===== config.mk =====
export PLATFORM = sky130hd
export DESIGN_NAME = sand_update_engine
export DESIGN_NICKNAME = d
export VERILOG_FILES = /design/src/rtl/sand_update_engine.sv
export SDC_FILE = /design/constraint.sdc
export NUM_CORES = 1
export LEC_CHECK = 0
export BUFFER_PORTS_ARGS = -buffer_cell sky130_fd_sc_hd__buf_4
export CORE_ASPECT_RATIO = 1.1
export CORE_MARGIN = 5
export CORE_UTILIZATION = 56
export DETAILED_ROUTE_END_ITERATION = 7
export PLACE_DENSITY = 0.76
export SYNTH_ARGS = -nofsm -noshare
export SYNTH_HDL_FRONTEND = slang
export SYNTH_SLANG_ARGS = --single-unit

===== constraint.sdc =====
create_clock -name clk_i -period 14.3 [get_ports clk_i]
set_clock_uncertainty 0.2 [all_clocks]
set_input_delay 0.715 -clock clk_i [delete_from_list [all_inputs] [get_ports clk_i]]
set_output_delay 0.715 -clock clk_i [all_outputs]
set_load 0.01 [all_outputs]

===== src/rtl/sand_update_engine.sv =====
// Falling-sand writer: one bottom-up pass per frame_start_i over a 1-bit-per-cell grid,
// reading through a 1-cycle-latency port and writing through a separate write port.
module sand_update_engine #(
   parameter int ACTIVE_COLUMNS = 640,
   parameter int ACTIVE_ROWS    = 480,
   parameter int ADDR_WIDTH     = 19
) (
   input  logic                              clk_i,
   input  logic                              reset_i,
   input  logic                              frame_start_i,
   input  logic                              spawn_req_i,
   input  logic [$clog2(ACTIVE_COLUMNS)-1:0] spawn_x_i,
   input  logic [$clog2(ACTIVE_ROWS)-1:0]    spawn_y_i,
   output logic [ADDR_WIDTH-1:0]             rd_addr_o,
   input  logic                              rd_data_i,
   output logic                              wr_en_o,
   output logic [ADDR_WIDTH-1:0]             wr_addr_o,
   output logic                              wr_data_o,
   output logic                              busy_o,
   output logic                              frame_done_o
);

   localparam int XW = $clog2(ACTIVE_COLUMNS);
   localparam int YW = $clog2(ACTIVE_ROWS);
   localparam logic [XW-1:0] XLAST  = XW'(ACTIVE_COLUMNS - 1);
   localparam logic [YW-1:0] YSTART = YW'(ACTIVE_ROWS - 2);

   typedef enum logic [3:0] {
      IDLE,
      SPAWN,
      RD_SELF,
      CHK_SELF,
      CHK_BELOW,
      CHK_BL,
      CHK_BR,
      WR_CLR,
      WR_DST,
      DONE
   } state_t;

   state_t                state_q, state_d;
   logic [XW-1:0]         x_q, x_d;
   logic [YW-1:0]         y_q, y_d;
   logic [XW-1:0]         dst_x_q, dst_x_d;
   logic [ADDR_WIDTH-1:0] rd_addr_q, rd_addr_d;
   logic                  spawn_pend_q;
   logic [XW-1:0]         spawn_x_q;
   logic [YW-1:0]         spawn_y_q;
   logic [YW-1:0]         y_below;
   logic                  spawn_in_range;
   logic                  advance;

   function automatic logic [ADDR_WIDTH-1:0] addr_of(input logic [XW-1:0] x,
                                                     input logic [YW-1:0] y);
      return ADDR_WIDTH'(y) * ADDR_WIDTH'(ACTIVE_COLUMNS) + ADDR_WIDTH'(x);
   endfunction

   assign y_below        = y_q + YW'(1);
   assign spawn_in_range = (int'(spawn_x_q) < ACTIVE_COLUMNS) &&
                           (int'(spawn_y_q) < ACTIVE_ROWS);

   always_ff @(posedge clk_i or negedge reset_i) begin
      if (!reset_i) begin
         state_q   <= IDLE;
         x_q       <= '0;
         y_q       <= '0;
         dst_x_q   <= '0;
         rd_addr_q <= '0;
      end else begin
         state_q   <= state_d;
         x_q       <= x_d;
         y_q       <= y_d;
         dst_x_q   <= dst_x_d;
         rd_addr_q <= rd_addr_d;
      end
   end

   // A new request always wins over the clear in SPAWN so it is not lost.
   always_ff @(posedge clk_i or negedge reset_i) begin
      if (!reset_i) begin
         spawn_pend_q <= 1'b0;
         spawn_x_q    <= '0;
         spawn_y_q    <= '0;
      end else if (spawn_req_i) begin
         spawn_pend_q <= 1'b1;
         spawn_x_q    <= spawn_x_i;
         spawn_y_q    <= spawn_y_i;
      end else if (state_q == SPAWN) begin
         spawn_pend_q <= 1'b0;
      end
   end

   always_comb begin
      state_d   = state_q;
      x_d       = x_q;
      y_d       = y_q;
      dst_x_d   = dst_x_q;
      rd_addr_d = rd_addr_q;
      wr_en_o   = 1'b0;
      wr_addr_o = '0;
      wr_data_o = 1'b0;
      advance   = 1'b0;

      case (state_q)
         IDLE: begin
            if (frame_start_i) begin
               x_d     = '0;
               y_d     = YSTART;
               state_d = (spawn_pend_q || spawn_req_i) ? SPAWN : RD_SELF;
            end
         end
         SPAWN: begin
            if (spawn_in_range) begin
               wr_en_o   = 1'b1;
               wr_addr_o = addr_of(spawn_x_q, spawn_y_q);
               wr_data_o = 1'b1;
            end
            state_d = RD_SELF;
         end
         RD_SELF: begin
            rd_addr_d = addr_of(x_q, y_q);
            state_d   = CHK_SELF;
         end
         CHK_SELF: begin
            if (rd_data_i) begin
               rd_addr_d = addr_of(x_q, y_below);
               state_d   = CHK_BELOW;
            end else begin
               advance = 1'b1;
            end
         end
         CHK_BELOW: begin
            if (!rd_data_i) begin
               dst_x_d = x_q;
               state_d = WR_CLR;
            end else if (x_q != '0) begin
               rd_addr_d = addr_of(x_q - XW'(1), y_below);
               state_d   = CHK_BL;
            end else if (x_q != XLAST) begin
               rd_addr_d = addr_of(x_q + XW'(1), y_below);
               state_d   = CHK_BR;
            end else begin
               advance = 1'b1;
            end
         end
         CHK_BL: begin
            if (!rd_data_i) begin
               dst_x_d = x_q - XW'(1);
               state_d = WR_CLR;
            end else if (x_q != XLAST) begin
               rd_addr_d = addr_of(x_q + XW'(1), y_below);
               state_d   = CHK_BR;
            end else begin
               advance = 1'b1;
            end
         end
         CHK_BR: begin
            if (!rd_data_i) begin
               dst_x_d = x_q + XW'(1);
               state_d = WR_CLR;
            end else begin
               advance = 1'b1;
            end
         end
         WR_CLR: begin
            wr_en_o   = 1'b1;
            wr_addr_o = addr_of(x_q, y_q);
            wr_data_o = 1'b0;
            state_d   = WR_DST;
         end
         WR_DST: begin
            wr_en_o   = 1'b1;
            wr_addr_o = addr_of(dst_x_q, y_below);
            wr_data_o = 1'b1;
            advance   = 1'b1;
         end
         DONE: begin
            state_d = IDLE;
         end
         default: begin
            state_d = IDLE;
         end
      endcase

      // Row-major step, moving upward one row after the last column.
      if (advance) begin
         if (x_q == XLAST) begin
            if (y_q == '0) begin
               state_d = DONE;
            end else begin
               x_d     = '0;
               y_d     = y_q - YW'(1);
               state_d = RD_SELF;
            end
         end else begin
            x_d     = x_q + XW'(1);
            state_d = RD_SELF;
         end
      end
   end

   assign rd_addr_o    = rd_addr_d;
   assign busy_o       = (state_q != IDLE);
   assign frame_done_o = (state_q == DONE);

endmodule


* Word-level counts from Yosys, hierarchy flattened
Index checks and enable logic that the tools add are counted.
Word-level totals: bits in writable memories 0, output and inout bits 42, register bits 72, input port bits 24, ROM bits 0, latch bits 0, memories kept 0
Cells by class: order comparisons 2, multipliers 3, divide/modulo/power cells 0, equality and inequality tests 18, shifts and indexed selects 0, $add $sub $neg 10, reduce and logical (&&, ||, !) cells 11, muxes and demuxes 46, bitwise logic cells 0
Operators by type and width (number):
- $add 19x10->19 | 6
- $mux 19 | 6
- $mux 10 | 8
- $pmux 19 s4 | 1
- $pmux 19 s3 | 1
- $mux 9 | 5
- $mux 4 | 10
- $mul 9x3->12 const B | 3
- $pmux 4 s9 | 1
- $pmux 10 s3 | 1
- $eq 4x3->1 const B | 4
- $add 10x1->10 const B | 1
- $eq 10x10->1 const B | 1
- $lt 10x10->1 const B | 1
- $ne 10x10->1 const B | 1
- $reduce_bool 10->1 | 1
- $sub 10x1->10 const B | 1
- $add 9x1->9 const B | 1
- $logic_not 9->1 | 1
- $lt 9x9->1 const B | 1
- $mux 1 | 9
- $ne 3x3->1 const B | 3
- $sub 9x1->9 const B | 1
- $eq 4x2->1 const B | 2
- 14 further kinds | 20

* Longest topological paths before layout
Gate-level depths: netlist of the first run.
depth after elaboration 7, gate-level depth with buffers 16, mapped depth without buffers 15

* Least setup slack after synthesis of the first run
Ideal clock, no wire load.
path type register to output, start point register y_q[0], end point output rd_addr_o[16], path slack 9.263 ns, buffers on the path 1, required time 13.385 ns, cell stages (with the launch flop) 15, arrival time 4.122 ns, cell sequence dfrtp_1 -> inv_1 -> ha_1 -> ha_1 -> ha_1 -> fa_1 -> xor2_2 -> o211ai_1 -> nor2_1 -> and3_1 -> buf_2 -> and3_1 -> o21ai_1 -> a311o_1 -> o32a_1
On the way: longest elaborated chain between the ends 7
RTL lines:
- start, declared | RTL line 43 | logic [YW-1:0] y_q, y_d;
- start signal, assigned | RTL line 72 | y_q <= y_d;
- $add 9x1->9 | RTL line 58 | assign y_below = y_q + YW'(1);
- $mul 9x3->12 | RTL line 55 | return ADDR_WIDTH'(y) * ADDR_WIDTH'(ACTIVE_COLUMNS) + ADDR_WIDTH'(x);
- $add 19x10->19 | RTL line 55
- $mux 19 | RTL line 139, 150
- $mux 19 | RTL line 136 | end else if (x_q != '0) begin
- $mux 19 | RTL line 133 | if (!rd_data_i) begin
- $pmux 19 s4 (*) | RTL line 104 | case (state_q)
- end, declared | RTL line 14 | output logic [ADDR_WIDTH-1:0] rd_addr_o,
Mark *: on every way between the ends. The rest lies on a longest branch, timed or not.

* Final worst setup path of the first run
Ends and elaborated chain as after synthesis.

==> impl_metrics.yaml, run 1 <==
run_status:
  status: "finished clean"
detailed_routing:
  ant_nets: 0
  dr.pass1.iters: 5
  post-route-drc-count: 0
  viasPerCell: 6.35
  drt_wl_total_microns: 23100
  vias: 7494
  drtIter0Drc: 861
  post_drt_wl_per_cell_microns: 19.6
synth:
  ys.flop_type: "dfrtp_1"
  async_reset_ff_frac: 1.00
  synth_top_cell_by_area: "dfrtp_1"
  yosys-top-cells-area: "dfrtp_1, ha_1, xnor2_1"
  synthesis.area_sq_um: 7690
  yosysMostFrequentCell: "nor2_1"
  synth_seq_cells: 72
  ys_seq_area_frac: 0.234
  synthTopCellsByCount: "nor2_1, nand2_1, o21ai_0"
  synth_edf_count: 0
  synth_cells: 958
  syn_nets: 1053
  synth_top_area_frac: 0.234
  syn_avg_cell_area_sq_um: 8.03
  yosysUniqueCellTypes: 77
  yosys_warnings: 0
timing:
  relSlewSlack: 0.180
  fmax_ghz: 0.165
  tightest_slew_ns: 1.21
  fin_crit_ns: 6.07
  post-route-period-util: 0.424
  slew_violations: 0
  final-setup-viol-count: 0
  setup_tns_ns: 0
  hold_violations: 0
  rsz0062_at_grt: "no"
floorplan:
  die_y_microns: 133
  core_sq_um: 13600
  initial_utilization: 0.565
  io_pins: 66
  rows: 45
  dieArea_sq_um: 16200
  die_w_microns: 122
cts:
  ctsResizeCount: 0
  cts_root_buf: "clkbuf_16"
  h-tree-depth: 3
  cts_hold_buf: 0
  clk_latency_ns: 0.35
  cts_buffers: 9
  clockBufferDepth: 2
  clk_pin_slew_ns: 0.07
  cts_setup_buffers: 0
  cts_tree: "built"
  clock-sinks: 72
global_routing:
  track_usage: 0.288
  grt_pass1_wl_microns: 37200
  grt_pass1_vias: 6885
  globalRoute.totalOverflow: 0
  antenna_found_initial: 0
  grt_start_max_net_pins: 73
min_path:
  hold_start: "spawn_pend_q"
  hold_class: "flip-flop to flip-flop"
final_layout:
  n_antenna_cell: 0
  fin_nets: 1083
  syn2layout_area_growth_pct: 11.1
  drive_above_1_share: 0.123
  stdcell_area_sq_um: 8550
critical_path:
  cp-startpoint: "y_q[0]"
  slowest_delay_ns: 0.56
  endpoint_kind: "output pin"
  crit_path_max_fanout: 10
  crit_type: "flip-flop to output pin"
  crit_chain: "inv_1 > ha_1 > ha_1 > ha_1 > fa_1 > xor2_2 > o211ai_1 > nor2_1 > and3_1 > and3_1 > o21ai_1 > a311o_1 > o32a_1 > buf_4"
  slowest_stage: "ha_1"
  required_ns: 13.39
  critical_path_buf_inv_count: 2
  arrival_ns: 5.15
  r2r-start: "y_q[0]"
  critPathLaunchType: "flip-flop"
  cp_common_cell: "ha_1"
  cp_top_family: "adder cells"
flow_run:
  drv_cap: 0
placed_design:
  routabilityCongestion: 0.936
  dpl_cell_area_sq_um: 8260
  port_buffers: 65
  dpl.hpwl_microns: 17400
pwr:
  ir_drop_v: 0.0000900
  powerDensity_nw_per_um2: 172
  leakagePower_nw: 3.69
-- through the flow --
step	setup WS [ns]	hold WS [ns]	utilization	power, mW	instances
floorplan	9.26	0.219	-	0.916	958
global placement	8.77	0.262	0.606	1.22	1165
detailed placement	8.65	0.267	0.606	1.22	1165
CTS	8.24	0.282	0.627	1.46	1181
global route	7.87	0.317	0.627	1.58	1181
finish	8.23	0.281	0.627	1.47	1181
-- state kept, by name, summed over array words and instances, names as in the netlist --
name,cells
rd_addr_q,19
dst_x_q,10
spawn_x_q,10
x_q,10
spawn_y_q,9
y_q,9
state_q,4
spawn_pend_q,1
-- where the power goes --
part           switching [mW]  leakage [nW]  total, mW  internal (mW)
logic                   0.562          2.67      0.930          0.368
registers              0.0604         0.884      0.313          0.253
clock network           0.108         0.136      0.229          0.121
total                   0.730          3.69       1.47          0.742
-- worst reg2reg max path: cells and delay by family, from the launching register on --
kind,cells,cell delay [ns]
adder cells (fa/ha/maj),4,1.57
AO/OA/AOI/OAI,4,1.03
XOR/XNOR,1,0.34
flip-flops,1,0.54
AND/OR/NAND/NOR,3,0.93
buffers and inverters,1,0.22
-- kinds of logic after synthesis --
| kind of cell | after synthesis | share of synthesized area |
|---|---|---|
| compound gates | 293 | 0.254 |
| xor+xnor | 80 | 0.0938 |
| fa+ha+maj | 72 | 0.126 |
| buf+inv | 93 | 0.0485 |
| flops | 72 | 0.234 |
| mux | 25 | 0.0356 |
| simple gates | 323 | 0.208 |
-- cell type report --
class | instances | area, sq um
multi-input combinational | 793 | 5530
fill | 1248 | 5080
sequential | 72 | 1800
timing repair buffer | 73 | 548
tap | 188 | 235
clock buffer | 9 | 225
inverter | 39 | 146
clock inverter | 7 | 63.8
-- worst paths after layout --
path,slack (ns),depth (start not counted),end
max in group asynchronous,12.95,1,x_q[5]
min in group asynchronous,0.29,1,spawn_y_q[7]
setup / recovery,8.23,14,rd_addr_o[16]
hold reg to reg,0.28,1,spawn_pend_q
hold / removal,0.28,1,spawn_pend_q
setup reg to reg,9.33,13,rd_addr_q[16]
-- metal layers --
metal | GRT usage | up-vias | part of all wire
li1 | - | 3586 | -
met1 | 0.414 | 3501 | 0.43
met2 | 0.430 | 371 | 0.44
met3 | 0.0701 | 36 | 0.10
met4 | 0.0797 | 0 | 0.023
met5 | 0 | - | 0
-- placed cells by master (no fill, tap or decap), drive strengths merged, types with 4 or more instances in the layout --
| cell | count |
|---|---|
| nor2b | 17 |
| mux2 | 19 |
| nand4 | 9 |
| o32a | 4 |
| xor2 | 33 |
| a21oi | 64 |
| a31oi | 8 |
| nor3b | 8 |
| a22oi | 15 |
| dfrtp | 72 |
| nand2b | 15 |
| nor3 | 29 |
| a221oi | 5 |
| nor2 | 98 |
| xnor2 | 46 |
| inv | 42 |
| o21ai | 76 |
| fa | 9 |
| and3 | 13 |
| nor4 | 4 |
| ha | 62 |
| o211ai | 9 |
| buf | 73 |
| mux2i | 6 |
| or3 | 4 |
| nand3 | 27 |
| a21boi | 6 |
| o22a | 6 |
| nand2 | 79 |
| clkbuf | 9 |
| a211o | 7 |
| a222oi | 7 |
| o221ai | 11 |
| a211oi | 13 |
| a21o | 15 |
| or2 | 4 |
| o22ai | 10 |
| o21a | 9 |
Power figures use the tool's default switching activity.
==> run 2, diff against run 1 <==
ABC_AREA = 1   (was not set)
clock period = 5.8 ns   (was 14.3 ns; I/O delays follow)
==> run 2 against run 1 <==
Effect of this change:
- non-clock buffer count grew 16
- sequential power grew 140%
- core utilization grew 3.4 points
- register-to-register slack lost 7.6 ns
- combinational power grew 120%
- area after synthesis shrank 0.80%
- design area grew 2.7%
- synthesized cell count grew 15%
- wire length grew 8.3%
- global-route usage grew 2.8 points
- clock-buffer cell count is the same
- worst setup slack lost 7.2 ns
==> impl_metrics.yaml, run 2 <==
critical_path:
  rr_endpoint: "rd_addr_q[15]"
  reg2reg_slack_ns: 1.71
  r2r-start: "y_q[0]"
  arrival_ns: 4.27
  endpoint_kind: "output pin"
  required_ns: 5.31
  crit_path_max_fanout: 9
  crit_type: "flip-flop to output pin"
  rr_worst_depth: 12
  critPathLaunchType: "flip-flop"
timing:
  relSlewSlack: 0.358
  postLayoutSetupSlackWorst_ns: 1.04
  fin_crit_ns: 4.76
  slew_violations: 0
  post-route-period-util: 0.820
  fmax_ghz: 0.210
  rsz0062_at_grt: "no"
  final-setup-viol-count: 0
  setup_tns_ns: 0
  tightest_slew_ns: 0.963
  hold_violations: 0
pwr:
  power_frac_comb: 0.595
  seqPwrFrac: 0.227
  p_int_mw: 1.71
  ir_drop_v: 0.000371
  power_switching_mw: 1.66
  leakagePower_nw: 4.15
  switching_share: 0.493
  clkPwrFrac: 0.178
  powerDensity_nw_per_um2: 384
  p_total_mw: 3.37
synth:
  yosys-top-cells-area: "dfrtp_1, nand2_1, ha_1"
  syn_nets: 1198
  yosysMostFrequentCell: "nand2_1"
  synth_seq_cells: 72
  yosysUniqueCellTypes: 62
  synthTopCellsByCount: "nand2_1, inv_1, nor2_1"
  synth_top_area_frac: 0.236
  synth_edf_count: 0
  ys_seq_area_frac: 0.236
  synth_cells: 1103
  ys.flop_type: "dfrtp_1"
  synthesis.area_sq_um: 7630
  async_reset_ff_frac: 1.00
  yosys_warnings: 0
  syn_avg_cell_area_sq_um: 6.92
  synth_top_cell_by_area: "dfrtp_1"
floorplan:
  rows: 44
  dieArea_sq_um: 16100
  initial_utilization: 0.575
  die_w_microns: 121
  die_y_microns: 132
  core_sq_um: 13300
  io_pins: 66
final_layout:
  fin_nets: 1274
  drive_above_1_share: 0.127
  mostFrequentLayoutCells: "nand2_1, inv_1, nor2_1"
  syn2layout_area_growth_pct: 15.0
  instances_no_fill: 1368
  stdcell_area_sq_um: 8780
  top_register: "rd_addr_q"
  n_antenna_cell: 0
  largest_reg_flops: 19
  final_common_cell: "nand2_1"
placed_design:
  dpl_worst_slack_ns: 1.46
  routabilityCongestion: 0.955
  placed_cells: 1331
  dpl_cell_area_sq_um: 8260
  dpl.hpwl_microns: 18800
  port_buffers: 65
cts:
  clk_latency_ns: 0.36
  clockBufferDepth: 2
  clock-sinks: 72
  cts_hold_buf: 21
  h-tree-depth: 3
  cts_buffers: 9
  cts_setup_buffers: 0
  clk_pin_slew_ns: 0.07
  cts_root_buf: "clkbuf_16"
  cts_tree: "built"
  ctsResizeCount: 0
detailed_routing:
  dr.pass1.iters: 6
  viasPerCell: 5.91
  post-route-drc-count: 0
  drtIter0Drc: 724
  post_drt_wl_per_cell_microns: 18.3
  vias: 8091
  drt_wl_total_microns: 25000
  ant_nets: 0
global_routing:
  globalRoute.totalOverflow: 0
  grt_pass1_vias: 8001
  track_usage: 0.316
  grt_start_max_net_pins: 73
  antenna_found_initial: 0
  grt_pass1_wl_microns: 40400
min_path:
  hold_class: "primary input to flip-flop"
  holdPathStages: 3
  hold_start: "spawn_req_i"
  hold_end: "spawn_x_q[3]"
run_status:
  status: "finished clean"
flow_run:
  drv_cap: 0
==> run 2: layer usage <==
| layer | vias to the layer above | GRT usage | share of wire |
|---|---|---|---|
| met3 | 97 | 0.0461 | 0.063 |
| met5 | - | 0 | 0 |
| met4 | 0 | 0.161 | 0.054 |
| met1 | 3731 | 0.398 | 0.40 |
| met2 | 353 | 0.523 | 0.48 |
| li1 | 3910 | - | - |
==> run 2: cell type report <==
class	count	area, sq um
clock buffers	9	225
clock inverters	7	86.3
fillers	1223	4490
inverters	153	574
multi-input cells	854	5140
flip-flops and latches	72	1800
well taps	184	230
repair buffers	89	721
==> run 2: power groups by stage <==
stage               Clock (mW)  Sequential (mW)  Combinational, mW
floorplan                    0            0.723               1.27
global placement             0            0.764               1.93
detailed placement           0            0.766               1.95
CTS                      0.605            0.759               1.97
global route             0.631            0.779               2.19
finish                   0.600            0.763               2.00
==> run 2: how the worst max path moves through the flow <==
| stage | startpoint | to | slack (ns) | cells after the start |
|---|---|---|---|---|
| global placement | y_q[0] | rd_addr_o[15] | 1.55 | 13 |
| finish | y_q[0] | rd_addr_o[15] | 1.04 | 13 |
| global route | y_q[0] | rd_addr_o[17] | 0.75 | 20 |
| floorplan | y_q[0] | rd_addr_o[17] | 1.98 | 16 |
| detailed placement | y_q[0] | rd_addr_o[15] | 1.46 | 13 |
| CTS | y_q[0] | rd_addr_o[15] | 1.10 | 13 |
==> run 2: cell families after synthesis <==
family                     count (synthesis)  share of synthesized area
and+or+nand+nor                          498                      0.300
xor gates and xnor gates                  37                     0.0434
buffers and inverters                    177                     0.0906
DFF                                       72                      0.236
adders and majority gates                 71                      0.125
AOI/OAI and AO/OA                        237                      0.189
muxes                                     11                     0.0162
==> run 2: critical path, cell delays in order, from the launching register on <==
cell	delay (ns)
dfrtp_1	0.47
inv_2	0.17
ha_1	0.54
ha_1	0.30
ha_1	0.24
fa_1	0.45
xnor2_2	0.26
nor3_1	0.61
inv_1	0.12
o21ai_0	0.19
nand3_1	0.08
a31oi_1	0.20
nand4_1	0.11
buf_4	0.16
==> run 2: stage by stage <==
| stage | hold WS (ns) | utilization |
|---|---|---|
| after floorplan | -0.206 | - |
| after global placement | 0.277 | 0.622 |
| after detailed placement | 0.282 | 0.622 |
| after CTS | 0.134 | 0.662 |
| after global routing | 0.158 | 0.662 |
| final | 0.137 | 0.662 |
==> run 3, diff against run 2 <==
ABC_AREA = 0   (was 1)
clock period = 4.6 ns   (was 5.8 ns; I/O delays follow)
==> run 3 against run 2 <==
Effect of this change:
- power up 46%
- die area up 0.74%
- critical path depth up 1
- register-to-register slack worse by 0.97 ns
- clock power up 27%
- worst hold slack worse by 0.045 ns
- cell count down 8.6%
- global-route usage down 1.4 points
- core utilization up 2.6 points
- worst setup slack worse by 0.91 ns
- largest power group unchanged
==> impl_metrics.yaml, run 3 (same netlist as run 1, synthesis figures left out) <==
run_status:
  status: "finished clean"
critical_path:
  rr_endpoint: "rd_addr_q[16]"
  reg2reg_slack_ns: 0.74
  slowest_stage: "dfrtp_2"
  crit_type: "flip-flop to output pin"
  arrival_ns: 4.03
  crit_path_max_fanout: 5
  critical_path_buf_inv_count: 3
  rr_worst_depth: 13
  crit_chain: "buf_6 > ha_1 > ha_1 > inv_1 > fa_1 > nand2b_1 > a21oi_1 > xor2_1 > nand4_1 > xor2_1 > nor2_1 > a311o_1 > o32a_1 > buf_4"
  r2r-start: "y_q[1]"
  critPathLaunchType: "flip-flop"
  cp_top_family: "adder cells"
  slowest_delay_ns: 0.45
  endpoint_kind: "output pin"
  cp-startpoint: "y_q[1]"
  required_ns: 4.17
detailed_routing:
  post-route-drc-count: 0
  ant_nets: 0
  viasPerCell: 6.37
  dr.pass1.iters: 8
  drt_wl_total_microns: 25100
  drtIter0Drc: 869
  post_drt_wl_per_cell_microns: 20.0
  vias: 7962
pwr:
  p_int_mw: 2.56
  p_total_mw: 4.92
  power_switching_mw: 2.37
  power_frac_comb: 0.652
  clkPwrFrac: 0.155
  switching_share: 0.481
  ir_drop_v: 0.000310
  powerDensity_nw_per_um2: 525
  seqPwrFrac: 0.193
  leakagePower_nw: 4.04
placed_design:
  port_buffers: 65
  placed_cells: 1204
  dpl_cell_area_sq_um: 8540
  dpl_worst_slack_ns: 0.0986
  dpl.hpwl_microns: 18300
  routabilityCongestion: 0.951
global_routing:
  track_usage: 0.301
  globalRoute.totalOverflow: 0
  grt_pass1_wl_microns: 38800
  antenna_found_initial: 0
  grt_pass1_vias: 7349
  grt_start_max_net_pins: 73
final_layout:
  postLayoutCoreUtil: 0.688
  mostFrequentLayoutCells: "buf_4, nor2_1, nand2_1"
  stdcell_area_sq_um: 9370
  n_antenna_cell: 0
  instances_no_fill: 1250
  final_common_cell: "buf_4"
  syn2layout_area_growth_pct: 21.8
  largest_reg_flops: 19
  fin_nets: 1152
  top_register: "rd_addr_q"
  drive_above_1_share: 0.204
cts:
  cts_tree: "built"
  clk_latency_ns: 0.36
  clock-sinks: 72
  cts_root_buf: "clkbuf_16"
  clk_pin_slew_ns: 0.07
  cts_buffers: 9
  h-tree-depth: 3
  clockBufferDepth: 2
floorplan:
  die_w_microns: 122
  die_y_microns: 133
  initial_utilization: 0.565
  dieArea_sq_um: 16200
  io_pins: 66
  core_sq_um: 13600
  rows: 45
timing:
  tightest_slew_ns: 1.01
  post-route-period-util: 0.971
  holdWs_ns: 0.0915
  hold_violations: 0
  postLayoutSetupSlackWorst_ns: 0.135
  fin_crit_ns: 4.46
  relSlewSlack: 0.322
  setup_tns_ns: 0
  fmax_ghz: 0.224
  slew_violations: 0
  final-setup-viol-count: 0
min_path:
  hold_end: "spawn_pend_q"
  holdPathStages: 2
  hold_start: "spawn_req_i"
  hold_class: "primary input to flip-flop"
flow_run:
  drv_cap: 0
==> run 3: changes by cell type in the layout (fill, tap and decap cells not counted), moves of 10 or more <==
cell / change
inv_2: -11
nand3_1: -53
nand2_1: -156
nand2b_1: +15
o21ai_0: -10
nor3_1: +15
a21o_1: +14
buf_4: +53
nor2b_1: +15
inv_1: -99
xnor2_1: +33
==> run 3: layout make-up <==
cell class	instances	area, sq um
Multi-Input combinational cell	793	5750
Fill cell	1135	4260
Sequential cell	72	1810
Timing Repair Buffer	142	1120
Tap cell	188	235
Clock buffer	9	225
Inverter	39	146
Clock inverter	7	85.1
==> run 3: worst max path at each step <==
stage | end | slack, ns | cells after the start
2_1_floorplan | rd_addr_o[16] | 0.05 | 14
3_3_place_gp | rd_addr_o[16] | 0.20 | 14
3_5_place_dp | rd_addr_o[16] | 0.1 | 14
4_1_cts | rd_addr_o[14] | 0.01 | 16
5_1_grt | rd_addr_o[17] | -0.03 | 15
6_report | rd_addr_o[16] | 0.14 | 14
==> run 3: layer usage <==
metal | global-route usage | vias up | part of all wire
met5 | 0 | - | 0
met3 | 0.0633 | 57 | 0.097
met2 | 0.471 | 411 | 0.46
met1 | 0.420 | 3775 | 0.42
li1 | - | 3719 | -
met4 | 0.0890 | 0 | 0.022
==> run 3: power by group through the flow <==
stage | Clock (mW) | Combinational (mW) | Sequential, mW
floorplan | 0 | 1.98 | 0.872
global placement | 0 | 2.95 | 0.950
detailed placement | 0 | 2.98 | 0.949
CTS | 0.763 | 3.05 | 0.943
global route | 0.790 | 3.46 | 0.971
finish | 0.762 | 3.21 | 0.951
==> run 3: repair_timing <==
action,CTS,global route
resized for setup,16,41
endpoints found under the hold margin,91,0
cloned,0,0
hold buffers,20,0
buffers inserted,4,6
endpoints found under the setup margin,6,9
pin swaps,4,9
